### src/rtl/seg7_pkg.sv
// seg7_pkg: shared constants for the 7-segment scan receiver.
// Segment patterns are {g,f,e,d,c,b,a} and active-low (0 = segment lit).
package seg7_pkg;

    localparam logic [6:0] SEG_0     = 7'b1000000;
    localparam logic [6:0] SEG_1     = 7'b1111001;
    localparam logic [6:0] SEG_2     = 7'b0100100;
    localparam logic [6:0] SEG_3     = 7'b0110000;
    localparam logic [6:0] SEG_4     = 7'b0011001;
    localparam logic [6:0] SEG_5     = 7'b0010010;
    localparam logic [6:0] SEG_6     = 7'b0000010;
    localparam logic [6:0] SEG_7     = 7'b1111000;
    localparam logic [6:0] SEG_8     = 7'b0000000;
    localparam logic [6:0] SEG_9     = 7'b0010000;
    localparam logic [6:0] SEG_BLANK = 7'b1111111;

    // Nibble reported for a blank digit and for any unrecognised pattern
    localparam logic [3:0] BLANK_NIB = 4'hF;

endpackage

### src/rtl/seg7_pattern_dec.sv
// seg7_pattern_dec: combinational segment pattern -> {BCD nibble, illegal flag}.
// Digits 0..9 decode to their value; blank decodes to BLANK_NIB without error;
// anything else decodes to BLANK_NIB with the error flag raised.
module seg7_pattern_dec
    import seg7_pkg::*;
(
    input  logic [6:0] iPattern,
    output logic [3:0] oNibble,
    output logic       oErr
);

    // Pattern lookup; default path flags the pattern as illegal
    always_comb begin
        oNibble = BLANK_NIB;
        oErr    = 1'b0;
        case (iPattern)
            SEG_0:     oNibble = 4'd0;
            SEG_1:     oNibble = 4'd1;
            SEG_2:     oNibble = 4'd2;
            SEG_3:     oNibble = 4'd3;
            SEG_4:     oNibble = 4'd4;
            SEG_5:     oNibble = 4'd5;
            SEG_6:     oNibble = 4'd6;
            SEG_7:     oNibble = 4'd7;
            SEG_8:     oNibble = 4'd8;
            SEG_9:     oNibble = 4'd9;
            SEG_BLANK: oNibble = BLANK_NIB;
            default:   oErr    = 1'b1;
        endcase
    end

endmodule

### src/rtl/seg7_scan_rx.sv
// seg7_scan_rx: receiver for a multiplexed 7-segment display bus.
// A digit is captured once its {select, segments} sample has been stable for
// STABLE_CYC consecutive cycles; when every slot has been captured the assembled
// frame is moved to the output register and offered on a valid/ready handshake.
// Optional feature: define SEG7_DP_EN to widen iSeg to 8 bits (bit 7 = decimal
// point, active-low) and add oDp with the captured decimal points (1 = lit).
module seg7_scan_rx
    import seg7_pkg::*;
#(
    parameter int DIGITS     = 8,
    parameter int STABLE_CYC = 4
) (
    input  logic                  clk,
    input  logic                  rst,
    input  logic [DIGITS-1:0]     iSel,
`ifdef SEG7_DP_EN
    input  logic [7:0]            iSeg,
`else
    input  logic [6:0]            iSeg,
`endif
    output logic [4*DIGITS-1:0]   oFrame,
    output logic [DIGITS-1:0]     oErr,
`ifdef SEG7_DP_EN
    output logic [DIGITS-1:0]     oDp,
`endif
    output logic                  oValid,
    input  logic                  iReady,
    output logic                  oOverrun
);

`ifdef SEG7_DP_EN
    localparam int SEG_W = 8;
`else
    localparam int SEG_W = 7;
`endif
    localparam int SMP_W = DIGITS + SEG_W;
    localparam int CNT_W = $clog2(STABLE_CYC);
    localparam logic [CNT_W-1:0] CNT_MAX = CNT_W'(STABLE_CYC - 1);
    localparam logic [CNT_W-1:0] CNT_PRE = CNT_W'(STABLE_CYC - 2);

    // Exactly one select line low
    function automatic logic legalSel(input logic [DIGITS-1:0] sel);
        logic [DIGITS-1:0] selN;
        selN = ~sel;
        return (selN != '0) && ((selN & (selN - DIGITS'(1))) == '0);
    endfunction

    logic [SMP_W-1:0]          sampleReg;
    logic [SMP_W-1:0]          curSample;
    logic [CNT_W-1:0]          cntReg;
    logic [CNT_W-1:0]          cntNext;
    logic                      stableHit;
    logic                      capture;
    logic [DIGITS-1:0]         capMask;
    logic [DIGITS-1:0]         seenReg;
    logic [DIGITS-1:0]         seenNext;
    logic                      frameDone;
    logic [3:0]                decNib;
    logic                      decErr;
    logic [DIGITS-1:0][3:0]    bufNib;
    logic [DIGITS-1:0]         bufErr;
`ifdef SEG7_DP_EN
    logic [DIGITS-1:0]         bufDp;
`endif

    assign curSample = {iSel, iSeg};

    // Previous-sample register; reset value has no select line low so it can never match
    always_ff @(posedge clk) begin
        if (rst) begin
            sampleReg <= '1;
        end else begin
            sampleReg <= curSample;
        end
    end

    // Stability counter next value and the single capture strobe per dwell
    always_comb begin
        stableHit = (curSample == sampleReg) && legalSel(iSel);
        cntNext   = '0;
        if (stableHit) begin
            cntNext = (cntReg == CNT_MAX) ? cntReg : cntReg + CNT_W'(1);
        end
        capture = stableHit && (cntReg == CNT_PRE);
        capMask = capture ? ~sampleReg[SEG_W +: DIGITS] : '0;
    end

    // Stability counter register
    always_ff @(posedge clk) begin
        if (rst) begin
            cntReg <= '0;
        end else begin
            cntReg <= cntNext;
        end
    end

    // Decode the registered segment pattern (equal to the live input whenever capture fires)
    seg7_pattern_dec uDec (
        .iPattern (sampleReg[6:0]),
        .oNibble  (decNib),
        .oErr     (decErr)
    );

    // Assembly buffer: one slot per digit, written when its select line captures
    for (genvar gi = 0; gi < DIGITS; gi++) begin : gSlot
        logic [3:0] nibReg;
        logic       errReg;
`ifdef SEG7_DP_EN
        logic       dpReg;
`endif

        // Slot storage, overwritten on every capture of this digit
        always_ff @(posedge clk) begin
            if (rst) begin
                nibReg <= '0;
                errReg <= 1'b0;
`ifdef SEG7_DP_EN
                dpReg  <= 1'b0;
`endif
            end else if (capMask[gi]) begin
                nibReg <= decNib;
                errReg <= decErr;
`ifdef SEG7_DP_EN
                dpReg  <= ~sampleReg[7];
`endif
            end
        end

        assign bufNib[gi] = nibReg;
        assign bufErr[gi] = errReg;
`ifdef SEG7_DP_EN
        assign bufDp[gi]  = dpReg;
`endif
    end

    // Seen mask: cleared when a full frame leaves the buffer, set by captures
    always_comb begin
        frameDone = &seenReg;
        seenNext  = (frameDone ? '0 : seenReg) | capMask;
    end

    // Seen mask register
    always_ff @(posedge clk) begin
        if (rst) begin
            seenReg <= '0;
        end else begin
            seenReg <= seenNext;
        end
    end

    // Output register and handshake; a completed frame is dropped if the previous one is still pending
    always_ff @(posedge clk) begin
        if (rst) begin
            oFrame   <= '0;
            oErr     <= '0;
            oValid   <= 1'b0;
            oOverrun <= 1'b0;
`ifdef SEG7_DP_EN
            oDp      <= '0;
`endif
        end else if (frameDone) begin
            if (!oValid || iReady) begin
                oFrame <= bufNib;
                oErr   <= bufErr;
                oValid <= 1'b1;
`ifdef SEG7_DP_EN
                oDp    <= bufDp;
`endif
            end else begin
                oOverrun <= 1'b1;
            end
        end else if (oValid && iReady) begin
            oValid <= 1'b0;
        end
    end

endmodule

### config.mk
export PLATFORM = sky130hd
export DESIGN_NAME = seg7_scan_rx
export DESIGN_NICKNAME = d
export VERILOG_FILES = /design/src/rtl/seg7_pkg.sv /design/src/rtl/seg7_pattern_dec.sv /design/src/rtl/seg7_scan_rx.sv
export SDC_FILE = /design/constraint.sdc
export NUM_CORES = 1
export LEC_CHECK = 0
export BUFFER_PORTS_ARGS = -buffer_cell sky130_fd_sc_hd__buf_2
export CAP_MARGIN = 40
export CORE_ASPECT_RATIO = 0.8
export CORE_UTILIZATION = 47
export DETAILED_ROUTE_END_ITERATION = 10
export GPL_TIMING_DRIVEN = 0
export PLACE_DENSITY_LB_ADDON = 0.25
export SETUP_SLACK_MARGIN = 0.4
export SYNTH_ARGS = -nofsm -noshare
export SYNTH_HDL_FRONTEND = slang
export SYNTH_SLANG_ARGS = --single-unit
### constraint.sdc
create_clock -name clk -period 3.4 [get_ports clk]
set_input_delay 0.68 -clock clk [delete_from_list [all_inputs] [get_ports clk]]
set_output_delay 0.68 -clock clk [all_outputs]
set_load 0.03 [all_outputs]
==> reports/results.txt <==
The number of antenna violations at the first check in global routing was 0. Dividing the detail-routed wire length by the instance count gives 14.1 um. Max-cap violations in this run came to 0. The worst path buffer plus inverter count came out at 1.

Once the floorplan was initialized, standard cells occupied 48.6% of the core. The worst reg-to-reg path cell count was 6. The average cell area after synthesis works out to 8.93 um^2. The first TritonRoute pass finished after 4 iterations. The floorplan step defined a die boundary enclosing 9780 um^2. TritonCTS built the clock tree.

The largest single stage delay on the critical path is 0.66 ns. For this design, the slowest cell found on the critical path is a2111oi_0. VDD sags by at most 289 uV. Sequential cells account for 51.1% of the total power. Counting instances, the worst hold path has a depth of 2.

The switching fraction of total power is 22.3%. The final clock period utilization by the worst path is 79.2%, and the overall die height is 88.6 um. The number of DRC violations after detailed routing was 0; the clock tree buffer depth was 2. The first global-routing pass estimated 15.9 mm of wire.

The number of global-route vias before repair is 3331. The number of warnings printed during yosys synthesis was 0; the total clock sinks was 107. For the post-cts repair resize count, the log shows 0. Post-CTS timing repair inserted 0 buffers for setup.

Walking the worst path, the cells encountered are clkbuf_1 -> or3b_1 -> a2111oi_0 -> a311oi_1 -> a21oi_1 -> mux2i_1. The analysis attributes to net switching a power of 553 uW. The logs give 0.34 ns for the worst-skew pair later-pin latency and 40.5% for the max-slew headroom at the worst pin.

Wires add up to 9.66 mm. After synthesis, the cell types taking the most area are dfxtp_1 49%, nand2_1 12%, mux2i_1 9.1%, a21oi_1 6.1%, nand4_4 3.9%. The die is 110 um wide. In this run the worst path has a maximum fanout of 9. The share of synthesized area in the top cell type comes to 48.6%. By count the netlist is led by 138 x nand2_1, 107 x dfxtp_1, 54 x a21oi_1. In this run the static leakage power is 2.33 nW. The tools report the element type at the critical path start as a register. Global routing consumed, over all layers together, 21.4% of the routing resources. Setup repair after global routing left no endpoint under its margin.

Global-route congestion overflow total: 0. Cell family with the largest share of critical-path delay: compound AO/OA/AOI/OAI gates. Routability congestion estimate from global placement: 0.858. The largest area contributor in the synthesized netlist was dfxtp_1.

The final max-slew violation count is 0, and the number of antenna cells inserted is 0. The post-detailed-route via-to-cell ratio is 5.24, and the via total after detailed routing is 3590. The slew at the pin with the worst max-slew slack is 0.892 ns. The number of stages on the worst setup path was 6. At the worst endpoint, the arrival time is 2.88 ns.

The path class of the tightest hold or removal check is register to register. In this run the remaining antenna-violating nets after routing total 0. The area of the core is 9080 um^2. The share of the Yosys chip area taken by registers is 48.6%. Main flop type after synthesis: dfxtp_1. STA classifies the critical path endpoint as a register. The run gives 0.450 ns as the hold slack.

In the final timing run, aggregate negative setup slack is 0 ns. The detailed router finished its first iteration with 222 violations. The initialized floorplan defines 31 standard-cell rows. I/O pin count: 60. The share of flip-flops with an asynchronous set or reset after synthesis was 0%; the CTS clock-pin slew for the worst setup and hold paths was 0.07 ns. The tools report the layout net count as 585. The portion of total power attributed to the clock network is 43.3%. The post-synthesis sequential element count was 107; the half-perimeter wire length after placement was 7.06 mm. In this run the power density over the cells is 479 nW/um^2. At the worst endpoint, the required time is 3.58 ns.

The worst setup path is of the register to register kind. The share of total power in combinational logic came out at 5.6%. During placement, the flow inserted port buffers numbering 58. Counting every net in the synthesized netlist gives 514. The cell area that synthesis handed to floorplanning was 4410 um^2.

The count of flip-flops with a built-in enable after synthesis was 0; the post-synthesis cell type count was 42. The root buffer cell chosen for the clock tree is clkbuf_16. The area growth from synthesis to layout is 17.3%.

Counting the buffers created by CTS gives 9. The share of final-layout standard cells stronger than drive strength 1 is 18.4%, and the post-synthesis instance total is 494. For the final database, setup skew stands at 0.0124 ns.

Cell with the most instances after synthesis: nand2_1. The routed design could run at a clock period as short as 2.69 ns. The clock tree synthesis step divided the H-tree into 3 levels. The flow ran to the end, and the final reports show no timing, DRC or antenna violations. Setup violations remaining at the end of the flow were counted as 0.

The internal power of the cells came out at 1.93 mW. The logs give 0 for the count of final hold-check violations and 0.371 GHz for the peak clock frequency supported by timing. Entering global routing, the biggest net connects 18 pins. In this run, post-CTS hold repair placed 0 buffers.
logic make-up after synthesis:
family                   count (synthesis)  synth area share (%)
multiplexers                            40                  9.08
AO/OA/AOI/OAI                           66                  8.49
XOR/XNOR                                14                  2.78
buffers and inverters                   37                  3.18
flip-flops                             107                  48.6
adder cells (fa/ha/maj)                  2                 0.567
AND/OR/NAND/NOR                        228                  27.3
final timing paths:
kind                           startpoint  slack [ns]                         endpoint
setup / recovery  sampleReg[0]$_SDFF_PP1_        0.71  gSlot[4].nibReg[3]$_SDFFE_PP0P_
hold / removal     oFrame[8]$_SDFFE_PP0P_        0.45           oFrame[8]$_SDFFE_PP0P_
setup reg to reg  sampleReg[0]$_SDFF_PP1_        0.71  gSlot[4].nibReg[3]$_SDFFE_PP0P_
hold reg to reg    oFrame[8]$_SDFFE_PP0P_        0.45           oFrame[8]$_SDFFE_PP0P_
routing by layer:
layer	global-route usage, %	vias up	wire (um)
li1	-	1810	-
met1	29.4	1693	4880
met2	34.1	71	4290
met3	4.20	16	358
met4	6.22	0	133
met5	0	-	0
power by group through the flow:
stage          combinational [mW]  sequential [mW]  clock, mW
2_1_floorplan              0.0922             1.29          0
3_3_place_gp                0.134             1.29          0
3_5_place_dp                0.138             1.30          0
4_1_cts                     0.138             1.27       1.09
5_1_grt                     0.153             1.27       1.14
6_report                    0.140             1.27       1.07
final cells by class:
class	count	area [um^2]
clock inverters	5	60.1
fillers	839	3910
plain buffers	32	121
repair buffers	60	305
multi-input cells	350	2130
clock buffers	11	253
flip-flops and latches	107	2140
well taps	115	144
inverters	5	18.8
state kept, by name, summed over array words and instances, names as in the netlist:
| name | cells |
|---|---|
| cntReg | 2 |
| gSlot.errReg | 8 |
| gSlot.nibReg | 32 |
| oErr | 8 |
| oFrame | 32 |
| oOverrun | 1 |
| oValid | 1 |
| sampleReg | 15 |
| seenReg | 8 |
cell usage in the layout, fill, tap and decap left out, drive strengths merged, types with 11 or more instances in the layout:
cell	n
mux2i	40
nor2	11
nor4	11
nand2	138
a21oi	54
clkbuf	38
or2	16
nand4	12
buf	65
dfxtp	107
worst reg2reg max path: cells and delay by family, from the launching register on:
kind | cells | cell delay (ns)
buffers and inverters | 1 | 0.19
muxes | 1 | 0.18
and+or+nand+nor | 1 | 0.40
DFF | 1 | 0.30
AOI/OAI and AO/OA | 3 | 1.47
stage by stage:
step / std cells / worst slack (ns) / cell area, um^2 / power [mW] / util (%)
after detailed placement: 669 / 0.581 / 4860 / 1.43 / 53.5
after global routing: 685 / 0.522 / 5170 / 2.56 / 57.0
after CTS: 685 / 0.730 / 5170 / 2.49 / 57.0
after global placement: 667 / 0.598 / 4840 / 1.43 / 53.4
after floorplan: 494 / 0.966 / 4410 / 1.39 / -
final: 685 / 0.706 / 5170 / 2.48 / 57.0
Power figures use the tool's default switching activity.
